==> src/rtl/config_stream_master.sv <==
// config_stream_master
// Turns a byte stream of write frames into single-cycle writes on the tile
// configuration bus. Frame layout:
//   B0 = tile index, B1 = {len[5:0], addr[9:8]}, B2 = addr[7:0],
//   then len+1 data bytes, each written to tile[idx] at addr, addr+1, ...
// The frame format carries a 10-bit address, so ADDR_W must be 10.
//
// Handshake: a byte is transferred on a rising edge of conf where
// s_valid & s_ready are both high. s_ready depends only on enable and abort,
// never on s_valid, and the source may change s_data freely while s_valid
// is low.
module config_stream_master #(
    parameter int NB_TILES = 16,
    parameter int ADDR_W   = 10,
    parameter int DATA_W   = 8
) (
    input  logic                conf,
    input  logic                reset,
    input  logic                enable,
    input  logic                abort,
    input  logic [DATA_W-1:0]   s_data,
    input  logic                s_valid,
    output logic                s_ready,
    output logic [NB_TILES-1:0] select_tile,
    output logic [ADDR_W-1:0]   address_tile,
    output logic [DATA_W-1:0]   data_tile,
    output logic                busy,
    output logic                frame_done,
    output logic                err_bad_tile,
    output logic [2:0]          dbg_state
);

    typedef enum logic [2:0] {
        S_TILE = 3'd0,
        S_HDR1 = 3'd1,
        S_HDR2 = 3'd2,
        S_DATA = 3'd3,
        S_SKIP = 3'd4
    } state_t;

    localparam logic [NB_TILES-1:0] SEL_ONE  = NB_TILES'(1);
    localparam logic [8:0]          TILE_LIM = 9'(NB_TILES);

    state_t              state_q,   state_d;
    logic [7:0]          tile_q,    tile_d;
    logic                bad_q,     bad_d;
    logic [5:0]          count_q,   count_d;
    logic [ADDR_W-1:0]   addr_q,    addr_d;
    logic [NB_TILES-1:0] select_q,  select_d;
    logic [ADDR_W-1:0]   address_q, address_d;
    logic [DATA_W-1:0]   data_q,    data_d;
    logic                done_q,    done_d;
    logic                err_q,     err_d;
    logic                accept;

    assign s_ready      = enable & ~abort;
    assign accept       = s_valid & s_ready;
    assign select_tile  = select_q;
    assign address_tile = address_q;
    assign data_tile    = data_q;
    assign frame_done   = done_q;
    assign err_bad_tile = err_q;
    assign busy         = (state_q != S_TILE);
    assign dbg_state    = state_q;

    // Frame parser: next state, burst counter/address and the registered write.
    always_comb begin
        state_d   = state_q;
        tile_d    = tile_q;
        bad_d     = bad_q;
        count_d   = count_q;
        addr_d    = addr_q;
        select_d  = '0;
        address_d = address_q;
        data_d    = data_q;
        done_d    = 1'b0;
        err_d     = err_q;

        if (abort) begin
            // Abort wins over any byte this cycle; the write registered on
            // the previous edge is already on the bus and is left alone.
            state_d = S_TILE;
            count_d = '0;
            bad_d   = 1'b0;
        end else if (accept) begin
            case (state_q)
                S_TILE: begin
                    tile_d  = s_data;
                    bad_d   = ({1'b0, s_data} >= TILE_LIM);
                    if ({1'b0, s_data} >= TILE_LIM) begin
                        err_d = 1'b1;
                    end
                    state_d = S_HDR1;
                end
                S_HDR1: begin
                    // Length goes straight into the counter; it is not
                    // touched again until the data phase starts.
                    count_d      = s_data[7:2];
                    addr_d[9:8]  = s_data[1:0];
                    state_d      = S_HDR2;
                end
                S_HDR2: begin
                    addr_d[7:0] = s_data;
                    state_d     = bad_q ? S_SKIP : S_DATA;
                end
                S_DATA: begin
                    select_d  = SEL_ONE << tile_q;
                    address_d = addr_q;
                    data_d    = s_data;
                    if (count_q == 6'd0) begin
                        state_d = S_TILE;
                        done_d  = 1'b1;
                    end else begin
                        count_d = count_q - 6'd1;
                        // Natural wrap at 2^ADDR_W inside a burst.
                        addr_d  = addr_q + ADDR_W'(1);
                    end
                end
                S_SKIP: begin
                    if (count_q == 6'd0) begin
                        state_d = S_TILE;
                        done_d  = 1'b1;
                    end else begin
                        count_d = count_q - 6'd1;
                    end
                end
                default: state_d = S_TILE;
            endcase
        end
    end

    // State and output registers; reset drops any frame in progress at once.
    always_ff @(posedge conf or posedge reset) begin
        if (reset) begin
            state_q   <= S_TILE;
            tile_q    <= '0;
            bad_q     <= 1'b0;
            count_q   <= '0;
            addr_q    <= '0;
            select_q  <= '0;
            address_q <= '0;
            data_q    <= '0;
            done_q    <= 1'b0;
            err_q     <= 1'b0;
        end else begin
            state_q   <= state_d;
            tile_q    <= tile_d;
            bad_q     <= bad_d;
            count_q   <= count_d;
            addr_q    <= addr_d;
            select_q  <= select_d;
            address_q <= address_d;
            data_q    <= data_d;
            done_q    <= done_d;
            err_q     <= err_d;
        end
    end

endmodule
==> config.mk <==
export PLATFORM = sky130hd
export DESIGN_NAME = config_stream_master
export DESIGN_NICKNAME = d
export VERILOG_FILES = /design/src/rtl/config_stream_master.sv
export SDC_FILE = /design/constraint.sdc
export NUM_CORES = 1
export LEC_CHECK = 0
export BUFFER_PORTS_ARGS = -buffer_cell sky130_fd_sc_hd__buf_2
export CORE_MARGIN = 2
export CORE_UTILIZATION = 59
export CTS_CLUSTER_SIZE = 10
export DETAILED_ROUTE_END_ITERATION = 8
export PLACE_DENSITY = 0.94
export SYNTH_ARGS = -nofsm -noshare
export SYNTH_HDL_FRONTEND = slang
export SYNTH_SLANG_ARGS = --single-unit
==> constraint.sdc <==
create_clock -name conf -period 5.3 [get_ports conf]
set_clock_uncertainty 0.2 [all_clocks]
set_input_delay 0 -clock conf [delete_from_list [all_inputs] [get_ports conf]]
set_output_delay 0 -clock conf [all_outputs]
set_load 0.02 [all_outputs]
==> impl_metrics.env, run 1 <==
export IMPL_status="finished, final reports clean"
export IMPL_num_fill_cells=345
export IMPL_synth_warnings=0
export IMPL_synth_area_per_cell_sq_um=11.11
export IMPL_cpPeakStageDelay_ns=0.70
export IMPL_ant_nets=0
export IMPL_dpl_instance_area_sq_um=3284
export IMPL_h_tree_depth=3
export IMPL_slew_headroom=0.4115
export IMPL_crit_path_end_kind="flip-flop"
export IMPL_synth_cell_type_count=55
export IMPL_synth_edff_count=0
export IMPL_worstPathArrival_ns=2.69
export IMPL_timing_final_max_slew_violations=0
export IMPL_hold_viol=0
export IMPL_place_gp_congestion=0.8897
export IMPL_power_density_nw_per_um2=301.3
export IMPL_synthesis_area_sq_um=2988
export IMPL_crit_path_start_kind="flip-flop"
export IMPL_hp_class="in -> reg"
export IMPL_fin_crit_sh=0.5017
export IMPL_cp_cell_sequence="nand3b_1 > nor2_4 > mux2_2"
export IMPL_clk_pin_slew_ns=0.07
export IMPL_grt_pass1_wl_mm=10.74
export IMPL_tns_ns=0
export IMPL_cts_tree="built"
export IMPL_critical_path_top_delay_family="simple AND/OR/NAND/NOR gates"
export IMPL_core_sq_um=4817
export IMPL_cts_resized=0
export IMPL_dieWidth_microns=75.17
export IMPL_synthFlopType="dfrtp_1"
export IMPL_cts_buffers=9
export IMPL_gr_usage_all_layers=0.2575
export IMPL_setup_violations=0
export IMPL_postLayoutCellArea_sq_um=3578
export IMPL_antenna_found_initial=0
export IMPL_hold_ws_ns=0.02295
export IMPL_numPortBuffers=53
export IMPL_netlist_area_leader_share=0.5360
export IMPL_totalWireLength_mm=6.613
export IMPL_worstSetupPathType="reg -> reg"
export IMPL_final_seq_area_sq_um=1602
export IMPL_placementRows=25
export IMPL_die_area_sq_um=5650
export IMPL_synthCells=269
export IMPL_cap_violations=0
export IMPL_rsz0062_at_grt="no"
export IMPL_cts_buffer_depth=2
export IMPL_slowest_stage="nor2_4"
export IMPL_drt_pass1_iterations=4
export IMPL_io_pins=54
export IMPL_synth_nets=285
export IMPL_synthArstFlopShare=1.000
export IMPL_n_antenna_cell=0
export IMPL_worst_pin_slew_ns=0.8801
export IMPL_cts_root_buf="clkbuf_8"
export IMPL_grt_pass1_vias=2335
export IMPL_synth_most_common_cell="dfrtp_1"
export IMPL_nets=351
export IMPL_period_needed_ns=2.659
export IMPL_fmax_ghz=0.3761
export IMPL_clock_sinks=64
export IMPL_yosys_top_cells_area="dfrtp_1 (54%), mux2_2 (9.8%), a21oi_1 (2.5%)"
export IMPL_synth_common_cells="dfrtp_1 (64), mux2_2 (26), nor2_1 (19)"
export IMPL_ys_seq_area_frac=0.5360
export IMPL_layout_drive_gt1_share=0.3118
export IMPL_crit_fanout=20
export IMPL_drt_iter0_drc=130
export IMPL_viasPerCell=5.978
export IMPL_cp_required_ns=5.33
export IMPL_hpwl_mm=4.442
export IMPL_wl_per_cell_microns=16.25
export IMPL_grt_max_degree=65
export IMPL_multi_input_area_sq_um=1289
export IMPL_clock_latency_ns=0.34
export IMPL_drcViolationCount=0
export IMPL_syn_to_final_growth_pct=19.77
export IMPL_yosysTopAreaCell="dfrtp_1"
export IMPL_via_count=2433
export IMPL_leakagePower_uw=0.001755
export IMPL_ir_drop_v=0.0001970
export IMPL_worstPathBufferInverterCount=0
export IMPL_grt_overflow_total=0
export IMPL_synth_seq_cells=64
export IMPL_initial_core_util=0.6203
export IMPL_fp_dieH_microns=75.17
-- worst reg2reg max path: stages (launching register included) --
cell	delay (ns)
dfrtp_1	0.56
nand3b_1	0.68
nor2_4	0.70
mux2_2	0.41
-- what timing repair did --
item                                    CTS  global route
setup buffers                             0             0
hold buffers                             12             0
hold endpoints to repair                 98             0
endpoints found under the setup margin    0             0
-- metal layers --
| metal | GRT usage | up-vias | part of all wire |
|---|---|---|---|
| met5 | 0 | - | 0 |
| met1 | 0.3149 | 1170 | 0.41 |
| met2 | 0.4250 | 119 | 0.49 |
| li1 | - | 1128 | - |
| met4 | 0.1287 | 0 | 0.025 |
| met3 | 0.06560 | 16 | 0.076 |
-- metrics by stage --
stage	worst slack, ns	total power [uW]	util	cells
2_1_floorplan	3.211	667.1	-	269
3_3_place_gp	2.740	702.1	0.6818	379
3_5_place_dp	2.657	712.0	0.6818	379
4_1_cts	2.663	1080	0.7429	407
5_1_grt	2.454	1125	0.7429	407
6_report	2.641	1078	0.7429	407
-- cell type report --
class                   instances  share of cell area
well taps                      67             0.02343
inverters                      10             0.01049
clock inverters                 5            0.009091
clock buffers                  11             0.03951
multi-input cells             184              0.3601
flip-flops and latches         64              0.4476
repair buffers                 66              0.1098
-- power by group --
| part | switching [uW] | leakage [uW] | internal (uW) |
|---|---|---|---|
| combinational | 75.0 | 0.000822 | 59.8 |
| clock | 184 | 0.0000813 | 180 |
| sequential | 49.5 | 0.000852 | 530 |
| total | 308 | 0.00175 | 770 |
-- kinds of logic after synthesis --
logic type / after synthesis / share of synthesized area
fa+ha+maj: 3 / 0.01256
flops: 64 / 0.5360
buf+inv: 21 / 0.03267
simple gates: 94 / 0.1805
compound gates: 60 / 0.1369
mux: 27 / 0.1013
-- registers in the layout, summed over array words and instances, names as in the netlist --
signal        count
address_tile     10
bad_q             1
addr_q           10
count_q           6
tile_q            8
err_bad_tile      1
dbg_state         3
select_tile      16
frame_done        1
data_tile         8
-- cell usage in the layout (no fill, tap or decap), drive strengths merged, types with 3 or more instances in the layout --
| cell type | synthesis | routed |
|---|---|---|
| a21oi | 15 | 15 |
| a221o | 3 | 3 |
| a22o | 4 | 4 |
| a31oi | 5 | 5 |
| and3 | 3 | 3 |
| buf | 8 | 54 |
| clkbuf | 3 | 11 |
| clkinvlp | 0 | 3 |
| dfrtp | 64 | 64 |
| dlygate4sd3 | 0 | 12 |
| ha | 3 | 3 |
| inv | 10 | 10 |
| mux2 | 26 | 26 |
| nand2 | 16 | 16 |
| nand2b | 6 | 6 |
| nand3 | 13 | 13 |
| nand3b | 4 | 4 |
| nand4 | 3 | 3 |
| nor2 | 20 | 20 |
| nor3 | 9 | 9 |
| nor3b | 3 | 3 |
| o21ai | 12 | 12 |
| or3b | 3 | 3 |
| or4 | 3 | 3 |
-- final timing paths --
path	start	endpoint	slack, ns	cells past startpoint
worst max-delay path	dbg_state[0]	address_tile[7]	2.64	3
worst min-delay path	enable	dbg_state[0]	0.02	3
worst max register to register	dbg_state[0]	address_tile[7]	2.64	3
worst min register to register	err_bad_tile	err_bad_tile	0.28	1
max in group asynchronous	reset	bad_q	4.17	4
min in group asynchronous	reset	select_tile[4]	0.21	4
Power figures use the tool's default switching activity.
==> run 2, diff against run 1 <==
--- a/config.mk
+++ b/config.mk
@@ -7,10 +7,10 @@
 export LEC_CHECK = 0
 export BUFFER_PORTS_ARGS = -buffer_cell sky130_fd_sc_hd__buf_2
 export CORE_MARGIN = 2
-export CORE_UTILIZATION = 59
+export CORE_UTILIZATION = 55
 export CTS_CLUSTER_SIZE = 10
 export DETAILED_ROUTE_END_ITERATION = 8
-export PLACE_DENSITY = 0.94
+export PLACE_DENSITY = 0.89
 export SYNTH_ARGS = -nofsm -noshare
 export SYNTH_HDL_FRONTEND = slang
 export SYNTH_SLANG_ARGS = --single-unit
==> constraint.sdc (replaced) <==
create_clock -name conf -period 2.7 [get_ports conf]
set_clock_uncertainty 0.2 [all_clocks]
set_input_delay 0 -clock conf [delete_from_list [all_inputs] [get_ports conf]]
set_output_delay 0 -clock conf [all_outputs]
set_load 0.02 [all_outputs]
==> run 2 against run 1 <==
Against the previous run: die area rose by 6.9%; core utilization shrank 4.1 points; cell count increased by 0.98%; critical path depth unchanged; cell area is 1.5% higher; non-clock buffer count up 1; sequential power rose by 97%; global-route usage fell by 2.1 points; critical endpoint is now data_tile[0].
==> impl_metrics.env, run 2 (synthesis gave the netlist of run 1 again) <==
export IMPL_grt_overflow_total=0
export IMPL_syn_to_final_growth_pct=21.52
export IMPL_dp_slack_ns=0.3431
export IMPL_slew_headroom=0.4824
export IMPL_drcViolationCount=0
export IMPL_crit_path_end_kind="flip-flop"
export IMPL_hold_viol=0
export IMPL_clock_latency_ns=0.34
export IMPL_layout_drive_gt1_share=0.3167
export IMPL_worstSetupPathType="reg -> reg"
export IMPL_r2r_end="data_tile[0]"
export IMPL_timing_final_max_slew_violations=0
export IMPL_hpwl_mm=4.508
export IMPL_fmax_ghz=0.4174
export IMPL_h_tree_depth=3
export IMPL_final_common_cell="dfrtp_1"
export IMPL_leakagePower_uw=0.001789
export IMPL_slowest_stage="nor2_4"
export IMPL_viasPerCell=5.993
export IMPL_cp_cell_sequence="nand3b_1 > nor2_4 > mux2_2"
export IMPL_hp_start="enable"
export IMPL_worstRegToRegCells=3
export IMPL_clock_sinks=64
export IMPL_fin_crit_sh=0.8874
export IMPL_clk_pin_slew_ns=0.06
export IMPL_grt_pass1_vias=2399
export IMPL_cpPeakStageDelay_ns=0.60
export IMPL_timing_rr_start="dbg_state[1]"
export IMPL_io_pins=54
export IMPL_numPortBuffers=53
export IMPL_cap_violations=0
export IMPL_nets=352
export IMPL_drt_pass1_iterations=4
export IMPL_grt_max_degree=65
export IMPL_hp_class="in -> reg"
export IMPL_fin_cells=411
export IMPL_switching_power_uw=589.9
export IMPL_cts_buffers=9
export IMPL_gr_usage_all_layers=0.2370
export IMPL_die_area_sq_um=6038
export IMPL_placementRows=26
export IMPL_worstPathArrival_ns=2.42
export IMPL_wl_per_cell_microns=16.13
export IMPL_status="finished, final reports clean"
export IMPL_period_needed_ns=2.396
export IMPL_crit_path_start_kind="flip-flop"
export IMPL_cts_buffer_depth=2
export IMPL_core_sq_um=5172
export IMPL_finalWorstSetupSlack_ns=0.3041
export IMPL_dp_cells=384
export IMPL_n_antenna_cell=0
export IMPL_largest_reg_flops=16
export IMPL_power_density_nw_per_um2=625.8
export IMPL_fin_util=0.7020
export IMPL_antenna_found_initial=0
export IMPL_via_count=2463
export IMPL_worst_pin_slew_ns=0.7764
export IMPL_tns_ns=0
export IMPL_dieWidth_microns=77.71
export IMPL_ir_drop_v=0.0004057
export IMPL_grt_pass1_wl_mm=11.15
export IMPL_p_sw_frac=0.2596
export IMPL_p_comb_frac=0.114
export IMPL_hold_end="dbg_state[0]"
export IMPL_initial_core_util=0.5776
export IMPL_hold_depth=3
export IMPL_postLayoutCellArea_sq_um=3631
export IMPL_post_cts_buffers=0
export IMPL_p_clk_frac=0.386
export IMPL_p_seq_frac=0.500
export IMPL_setup_violations=0
export IMPL_cts_root_buf="clkbuf_8"
export IMPL_cts_tree="built"
export IMPL_place_gp_congestion=0.9255
export IMPL_rsz0062_at_grt="no"
export IMPL_totalWireLength_mm=6.631
export IMPL_ant_nets=0
export IMPL_power_internal_uw=1682
export IMPL_fp_dieH_microns=77.71
export IMPL_crit_fanout=18
export IMPL_reg2reg_setup_slack_ns=0.30
export IMPL_cp_required_ns=2.72
export IMPL_final_cell_mix="dfrtp_1 (64), buf_2 (53), mux2_2 (26), nor2_1 (19), nand2_1 (16)"
export IMPL_drt_iter0_drc=187
export IMPL_dpl_instance_area_sq_um=3303
[run 2: repair_timing]
item	CTS	global route
hold buffers	11	0
endpoints found under the hold margin	98	0
gates resized for setup	0	0
[run 2: worst max-delay path by stage]
stage,start,endpoint,cells past startpoint
3_5_place_dp,dbg_state[1],data_tile[2],3
2_1_floorplan,count_q[0],addr_q[4],6
5_1_grt,dbg_state[1],data_tile[2],3
4_1_cts,dbg_state[1],address_tile[2],3
3_3_place_gp,count_q[0],count_q[2],6
6_report,dbg_state[1],data_tile[0],3
[run 2: power groups by stage]
stage | clock [uW] | sequential (uW) | combinational (uW)
floorplan | 0 | 1140 | 170
global placement | 0 | 1150 | 237
detailed placement | 0 | 1150 | 246
CTS | 885 | 1130 | 260
global route | 941 | 1150 | 289
finish | 877 | 1140 | 260
[run 2: per-stage QoR]
step	hold WS (ns)	total power [uW]
after floorplan	-0.05221	1309
after global placement	0.05928	1383
after detailed placement	0.06597	1396
after CTS	0.008053	2277
after global routing	0.03804	2377
final	0.02775	2272
[run 2: layer usage]
| layer | GRT usage | part of all wire | up-vias |
|---|---|---|---|
| met4 | 0.1393 | 0.029 | 0 |
| met1 | 0.3051 | 0.43 | 1208 |
| met3 | 0.04070 | 0.058 | 20 |
| met5 | 0 | 0 | - |
| met2 | 0.3767 | 0.48 | 108 |
| li1 | - | - | 1127 |
[run 2: final cells by class]
cell class	instances	area, sq um
flip-flops and latches	64	1602
fillers	369	1541
multi-input cells	184	1289
repair buffers	67	397.9
clock buffers	14	182.7
well taps	70	87.58
inverters	10	37.54
clock inverters	2	35.03
[run 2: worst max-delay path: cells and delay by family (launching register included)]
kind	cells	cell delay, ns
simple gates	2	1.09
flops	1	0.59
mux	1	0.40
